`src/rtl/dso_capture_pkg.sv`:
```
// Shared types and default sizing for the DSO capture controller.
package dso_capture_pkg;
    localparam int DEPTH  = 512;
    localparam int ADDR_W = 9;
    localparam int DEC_W  = 4;

    typedef enum logic [2:0] {IDLE, PRE, ARMED, POST, DONE} cap_state_t;
endpackage

```
`src/rtl/capture_decim.sv`:
```
// Sample-rate divider: tick once every 2^decimator clocks while run is high.
module capture_decim #(
    parameter int DEC_W = dso_capture_pkg::DEC_W
) (
    input  logic             clk,
    input  logic             rst,
    input  logic             clr,
    input  logic             run,
    input  logic [DEC_W-1:0] decimator,
    output logic             tick
);
    localparam int CNT_W = 2 ** DEC_W;

    logic [CNT_W-1:0] div_cnt;
    logic [CNT_W-1:0] limit;

    assign limit = (CNT_W'(1) << decimator) - CNT_W'(1);
    assign tick  = run && (div_cnt == limit);

    always_ff @(posedge clk or posedge rst) begin
        if (rst)
            div_cnt <= '0;
        else if (clr)
            div_cnt <= '0;
        else if (run)
            div_cnt <= tick ? '0 : div_cnt + CNT_W'(1);
    end
endmodule

```
`src/rtl/dso_capture_ctrl.sv`:
```
// DSO capture FSM: pre-trigger fill, armed wrap, post-trigger count, done handshake.
// Define CAPTURE_DECIM_EN to enable the decimation divider; otherwise one sample per clock.
module dso_capture_ctrl #(
    parameter int DEPTH  = dso_capture_pkg::DEPTH,
    parameter int ADDR_W = dso_capture_pkg::ADDR_W,
    parameter int DEC_W  = dso_capture_pkg::DEC_W
) (
    input  logic              clk,
    input  logic              rst,
    input  logic              capture_start,
    input  logic              capture_ack,
    input  logic [ADDR_W-1:0] trig_pos,
    input  logic [DEC_W-1:0]  decimator,
    input  logic              triggered,
    output logic              trig_en,
    output logic              armed,
    output logic              set_capture_done,
    output logic              we,
    output logic [ADDR_W-1:0] waddr,
    output logic [ADDR_W-1:0] trace_end,
    output logic              capture_done
);
    import dso_capture_pkg::*;

    cap_state_t        state, nxt;
    logic [ADDR_W-1:0] tp_q, post_cnt;
    logic [ADDR_W:0]   smpl_cnt, thr;
    logic              tick, active, hit;

    assign active = (state == PRE) || (state == ARMED) || (state == POST);
    assign thr    = (ADDR_W+1)'(DEPTH) - {1'b0, tp_q};
    assign hit    = (state == POST) && (post_cnt == tp_q);

`ifdef CAPTURE_DECIM_EN
    logic [DEC_W-1:0] dec_q;

    always_ff @(posedge clk or posedge rst) begin
        if (rst)
            dec_q <= '0;
        else if (state == IDLE && capture_start)
            dec_q <= decimator;
    end

    capture_decim #(.DEC_W(DEC_W)) u_decim (
        .clk       (clk),
        .rst       (rst),
        .clr       (state == IDLE),
        .run       (active),
        .decimator (dec_q),
        .tick      (tick)
    );
`else
    logic unused_dec;
    assign unused_dec = ^decimator;
    assign tick       = 1'b1;
`endif

    always_ff @(posedge clk or posedge rst) begin
        if (rst)
            state <= IDLE;
        else
            state <= nxt;
    end

    always_comb begin
        nxt              = state;
        trig_en          = 1'b0;
        armed            = 1'b0;
        set_capture_done = 1'b0;
        we               = 1'b0;
        capture_done     = 1'b0;
        case (state)
            IDLE: if (capture_start) nxt = PRE;
            PRE: begin
                trig_en = 1'b1;
                we      = tick;
                if (smpl_cnt >= thr) nxt = ARMED;
            end
            ARMED: begin
                trig_en = 1'b1;
                armed   = 1'b1;
                we      = tick;
                if (triggered) nxt = POST;
            end
            POST: begin
                trig_en = 1'b1;
                // The closing cycle never writes, even if it carries a tick.
                if (hit) begin
                    set_capture_done = 1'b1;
                    nxt              = DONE;
                end else begin
                    we = tick;
                end
            end
            DONE: begin
                capture_done = 1'b1;
                if (capture_ack) nxt = IDLE;
            end
            default: nxt = IDLE;
        endcase
    end

    always_ff @(posedge clk or posedge rst) begin
        if (rst) begin
            waddr     <= '0;
            smpl_cnt  <= '0;
            post_cnt  <= '0;
            tp_q      <= '0;
            trace_end <= '0;
        end else if (state == IDLE) begin
            waddr    <= '0;
            smpl_cnt <= '0;
            post_cnt <= '0;
            if (capture_start) tp_q <= trig_pos;
        end else begin
            if (we) begin
                waddr <= waddr + ADDR_W'(1);
                if (smpl_cnt != (ADDR_W+1)'(DEPTH)) smpl_cnt <= smpl_cnt + (ADDR_W+1)'(1);
            end
            if (state == ARMED)
                post_cnt <= '0;
            else if (state == POST && we)
                post_cnt <= post_cnt + ADDR_W'(1);
            if (set_capture_done) trace_end <= waddr - ADDR_W'(1);
        end
    end
endmodule

```
`config.mk`:
```
export PLATFORM = sky130hd
export DESIGN_NAME = dso_capture_ctrl
export DESIGN_NICKNAME = d
export VERILOG_FILES = /design/src/rtl/dso_capture_pkg.sv /design/src/rtl/capture_decim.sv /design/src/rtl/dso_capture_ctrl.sv
export SDC_FILE = /design/constraint.sdc
export NUM_CORES = 1
export LEC_CHECK = 0
export BUFFER_PORTS_ARGS = -buffer_cell sky130_fd_sc_hd__buf_2
export CAP_MARGIN = 10
export CELL_PAD_IN_SITES_DETAIL_PLACEMENT = 1
export CELL_PAD_IN_SITES_GLOBAL_PLACEMENT = 2
export CORE_ASPECT_RATIO = 1.5
export CORE_MARGIN = 2
export CORE_UTILIZATION = 40
export CTS_BUF_LIST = sky130_fd_sc_hd__clkbuf_4
export DETAILED_ROUTE_END_ITERATION = 6
export GPL_ROUTABILITY_DRIVEN = 0
export GPL_TIMING_DRIVEN = 0
export PLACE_DENSITY_LB_ADDON = 0.1
export SYNTH_ARGS = -nofsm -noshare
export SYNTH_HDL_FRONTEND = slang
export SYNTH_SLANG_ARGS = --single-unit
```
`constraint.sdc`:
```
create_clock -name clk -period 6.67 [get_ports clk]
set_clock_uncertainty 0.2 [all_clocks]
set_input_delay 0.3335 -clock clk [delete_from_list [all_inputs] [get_ports clk]]
set_output_delay 0.3335 -clock clk [all_outputs]
set_load 0.005 [all_outputs]
```
* Yosys cells after proc, flatten, opt, wreduce, memory -nomap -nowiden
Cells that the tools add are included.
** Word-level totals
- Register bits after elaboration :: 49
- Input bits :: 18
- Output and inout port bits :: 23
- Word-level logic and storage cells :: 57
** Cells by class
- $add $sub $neg :: 5
- Magnitude comparators :: 1
- Equality and inequality tests :: 11
- Muxes and demuxes :: 21
- Bitwise logic cells :: 1
- Reduce and logical (&&, ||, !) cells :: 12
** Operator list (number)
- $mux 9 :: 5
- $mux 10 :: 3
- $add 9x1->9 const B :: 2
- $mux 3 :: 5
- $pmux 3 s5 :: 1
- $add 10x1->10 const B :: 1
- $ge 10x10->1 :: 1
- $ne 10x10->1 const B :: 1
- $sub 10x9->10 const A :: 1
- $eq 9x9->1 :: 1
- $sub 9x1->9 const B :: 1
- $ne 2x2->1 const B :: 4
- $eq 3x2->1 const B :: 2
- $mux 1 :: 6
- $reduce_and 2->1 :: 3
- $reduce_and 5->1 :: 1
- $reduce_bool 2->1 :: 2
- $eq 3x1->1 const B :: 1
- $eq 3x3->1 const B :: 1
- $logic_not 3->1 :: 1
- $reduce_bool 3->1 :: 1
- $reduce_or 3->1 :: 1
- $logic_and 1x1->1 :: 2
- $ne 2x1->1 const B :: 1
- 3 further kinds :: 3

* Depth between registers and ports, before layout
- Depth after elaboration :: 8
- Depth in mapped cells :: 11
- Mapped depth without buffers :: 11

* Worst setup path before layout
OpenSTA, ideal clock, no wires.
- Kind :: register -> register
- Start point :: reg tp_q[2]
- End point :: reg state[1]
- Library setup time :: 0.132 ns
- Arrival time :: 2.870 ns
- Required time :: 6.338 ns
- Path slack :: 3.468 ns
- Stages on the path, launching flop included :: 11
- Buffers on the path :: 0
- Cells stage by stage :: dfrtp_1 -> or3_1 -> or3b_2 -> or3_1 -> xnor2_1 -> ha_1 -> a21o_1 -> a2111oi_0 -> o21ai_0 -> a21oi_1 -> o32ai_1
** Between the ends
- Word-level cells in the longest chain between the ends :: 4
- Elaborated cells on any way between the ends :: 7
** RTL lines
- start: declaration :: line dso_capture_ctrl.sv:26 : logic [ADDR_W-1:0] tp_q, post_cnt;
- start signal: assignment :: line dso_capture_ctrl.sv:114 : if (capture_start) tp_q <= trig_pos;
- $sub 10x9->10 / $eq 9x9->1 (equally long branches) :: line dso_capture_ctrl.sv:31, dso_capture_ctrl.sv:32
- $ge 10x10->1 / $logic_and 1x1->1 (equally long branches) :: line dso_capture_ctrl.sv:77, dso_capture_ctrl.sv:32
- $ne 2x1->1 (no source line) / $ne 2x2->1 (equally long branches)
- $reduce_and 5->1 (no source line) (*)
- end signal: assignment :: line dso_capture_ctrl.sv:62 : state <= nxt;
- end: declaration :: line dso_capture_ctrl.sv:25 : cap_state_t state, nxt;
Every way passes the cells marked *; elsewhere a longest branch is shown, timed or not.
A chain may end at the register's enable or synchronous reset.

* Worst setup path after layout
Ends and elaborated chain as after synthesis.

==> flow_summary_export.csv <==
group,metric,value,unit
clock_tree,clk_pin_slew,140,ps
timing,slew_headroom,0.523,
drt,routed_wl,7270,µm
power,power_density,369,nW/µm²
worst_hold_path,hold_class,"input pin to flip-flop",
grt,overflow,0,
synth,syn-num-nets,339,
drt,drtPass1Iterations,4,
grt,grt_max_degree,31,
floorplan,design.die.area,8130,µm²
timing,fin_crit,3620,ps
drt,ant_nets,0,
job,max_cap_viol_count,0,
run_status,status,"complete, no violations",
critical_path,arrival,3690,ps
floorplan,rows,38,
critical_path,worstSetupStartpointType,"flip-flop",
floorplan,io_pins,41,
synth,synth_cells,305,
critical_path,cp_max_fo,6,
clock_tree,insertion_delay,390,ps
placed_design,dpl.hpwl,5700,µm
drt,num_vias,2513,
power,p_int,711,µW
critical_path,worstSetupEndpointType,"flip-flop",
critical_path,path_depth,10,
power,ir_drop,0.179,mV
timing,period_share,0.543,
critical_path,crit_top_cell,"or3_1",
timing,finalSetupTns,0,ps
drt,via_per_inst,5.46,
timing,tightest_slew,709,ps
clock_tree,cts_tree,"built",
critical_path,cpPeakStageDelay,500,ps
cells_and_area,syn2layout_area_growth,16.0,%
drt,wire_per_inst,15.8,µm
power,p_seq_frac,0.402,
synth,async_flop_share,1.00,
critical_path,crit_type,"flip-flop to flip-flop",
synth,synth-edff-count,0,
critical_path,worst-r2r-cell-count,10,
floorplan,fp.dieW,74.3,µm
synth,syn_area,2960,µm²
grt,grt_pass1_wl,12500,µm
synth,synth_ff_type,"dfrtp_1",
timing,setup_viol,0,
grt,track_usage,0.200,
cells_and_area,final_nets,393,
power,p_sw,559,µW
timing,fmax,0.276,GHz
power,swShare,0.440,
synth,avgSynthCellArea,9.72,µm²
critical_path,crit_buf_inv,0,
synth,yosys_warnings,0,
placed_design,placed_cells,442,
power,p_comb_frac,0.491,
grt,first_global_vias,2614,
synth,synthDistinctLibCells,45,
clock_tree,cts.htree.levels,2,
power,power_leakage,1.59,nW
timing,drv_slew,0,
cells_and_area,drive_gt1_frac,0.197,
cells_and_area,fin_util,0.476,
critical_path,rrSetupSlack,3050,ps
power,clkPwrFrac,0.108,
critical_path,crit_family,"simple AND/OR/NAND/NOR gates",
cells_and_area,final_cells,460,
timing,rsz0062_at_grt,"no",
cells_and_area,nFillCells,876,
clock_tree,cts-resized-gates,0,
cells_and_area,num_antenna_cells,0,
clock_tree,cts_buffer_depth,2,
clock_tree,cts-root-buf,"clkbuf_4",
drt,drtIter0Drc,78,
critical_path,worstPathRequired,6740,ps
placed_design,numPortBuffers,36,
worst_hold_path,hold_depth,4,
clock_tree,numCtsBuffers,5,
critical_path,path_cells,"or3_1 > or3b_2 > or3_1 > xnor2_1 > ha_1 > a21o_1 > a2111oi_0 > o21ai_0 > a21oi_1 > o32ai_1",
grt,antenna_found_initial,0,
clock_tree,cts.sinks,49,
drt,drc,0,
cells_and_area,seqCellArea,1230,µm²
floorplan,die_h,109,µm
timing,hold_viol_final,0,
cells_and_area,multi_input_area,1620,µm²
critical_path,critical-path-slowest-cell,"or3b_2",
synth,ys_seq_area_frac,0.414,
floorplan,core-area,7230,µm²
floorplan,initial_core_util,0.410,
synth,ys_ff_latch,49,
synth_stat cells, types with 2 or more instances:
| cell | n | area (µm²) |
|---|---|---|
| nand2_1 | 36 | 135 |
| o311ai_0 | 2 | 17.5 |
| ha_1 | 16 | 200 |
| buf_6 | 3 | 33.8 |
| or4_1 | 2 | 15.0 |
| mux2_2 | 15 | 169 |
| o21ai_0 | 14 | 70.1 |
| a21o_1 | 3 | 22.5 |
| clkbuf_1 | 3 | 11.3 |
| xnor2_1 | 16 | 140 |
| and2_1 | 3 | 18.8 |
| xor2_1 | 7 | 61.3 |
| nor4b_1 | 3 | 26.3 |
| a31oi_1 | 2 | 12.5 |
| nor4_1 | 3 | 18.8 |
| dfrtp_1 | 49 | 1230 |
| a21oi_1 | 16 | 80.1 |
| nor2_1 | 11 | 41.3 |
| nand3_1 | 10 | 50.1 |
| o211ai_1 | 5 | 37.5 |
| buf_2 | 4 | 20.0 |
| o31ai_1 | 6 | 45.0 |
| nand2b_1 | 4 | 25.0 |
| inv_1 | 13 | 48.8 |
| nor3_1 | 9 | 45.0 |
| o41ai_1 | 2 | 17.5 |
| o32ai_1 | 2 | 17.5 |
| and3_1 | 3 | 18.8 |
| nand4_1 | 5 | 31.3 |
| mux2i_1 | 10 | 100 |
| or3_1 | 13 | 81.3 |
| and4_1 | 2 | 17.5 |
tightest hold or removal path, cell delays in order:
cell	delay, ps
buf_2	80
nor3_1	30
a21oi_1	160
o32ai_1	90
final cells by class:
class                   count  area share
flip-flops and latches     49       0.356
clock inverters             3     0.00364
clock buffers               5      0.0109
repair buffers             47      0.0873
multi-input cells         232       0.471
well taps                 100      0.0364
plain buffers              10      0.0189
inverters                  14      0.0153
metal layers:
layer / vias up / wire, µm / global-route usage / share of wire
met4: 0 / 102 / 0.0625 / 0.014
met1: 1253 / 2820 / 0.218 / 0.39
li1: 1217 / - / - / -
met2: 36 / 4190 / 0.387 / 0.58
met5: - / 0 / 0 / 0
met3: 7 / 159 / 0.0275 / 0.022
kinds of logic (layout without fill, tap and decap cells):
logic type | after synthesis | after routing | share of synthesized area
AO/OA/AOI/OAI | 57 | 57 | 0.124
XOR/XNOR | 23 | 23 | 0.0680
adder cells (fa/ha/maj) | 16 | 16 | 0.0675
buffers and inverters | 24 | 79 | 0.0397
flip-flops | 49 | 49 | 0.414
multiplexers | 25 | 25 | 0.0908
AND/OR/NAND/NOR | 111 | 111 | 0.197
timing repair:
action,CTS,global route
buffers inserted,0,0
endpoints found under the hold margin,28,0
hold buffers,10,0
per-stage QoR:
stage	instance area, µm²	hold WS (ps)	power, mW	setup WS (ps)
3_5_place_dp	3290	170	1.15	2990
2_1_floorplan	2960	250	0.949	3470
4_1_cts	3440	117	1.30	2980
5_1_grt	3440	156	1.41	2820
3_3_place_gp	3270	284	1.12	3060
6_report	3440	144	1.27	3050
power by group through the flow:
stage / Sequential [mW] / Clock [mW] / Combinational [mW]
finish: 0.510 / 0.137 / 0.623
global route: 0.532 / 0.156 / 0.719
CTS: 0.512 / 0.145 / 0.640
detailed placement: 0.519 / 0 / 0.632
global placement: 0.516 / 0 / 0.605
floorplan: 0.485 / 0 / 0.464
cell usage in the layout, fill, tap and decap left out, drive strengths merged, types with 6 or more instances in the layout:
master and instances:
xnor2 16, nor3 9, o21ai 15, buf 44
clkbuf 8, dlygate4sd3 10, dfrtp 49, mux2 15
or3 13, inv 13, nor2 12, o31ai 6
nand2 36, a21oi 16, mux2i 10, nand3 10
xor2 7, ha 16
state kept, by name, indices dropped and copies added (netlist names):
name       count
post_cnt       9
smpl_cnt      10
state          3
tp_q           9
trace_end      9
waddr          9
worst paths after layout:
path                              start      endpoint
max                             tp_q[2]      state[1]
min                         capture_ack      state[2]
max reg2reg                     tp_q[2]      state[1]
min reg2reg                trace_end[8]  trace_end[8]
max in group asynchronous           rst   post_cnt[1]
min in group asynchronous           rst   smpl_cnt[0]
(Power assumes the default switching activity.)
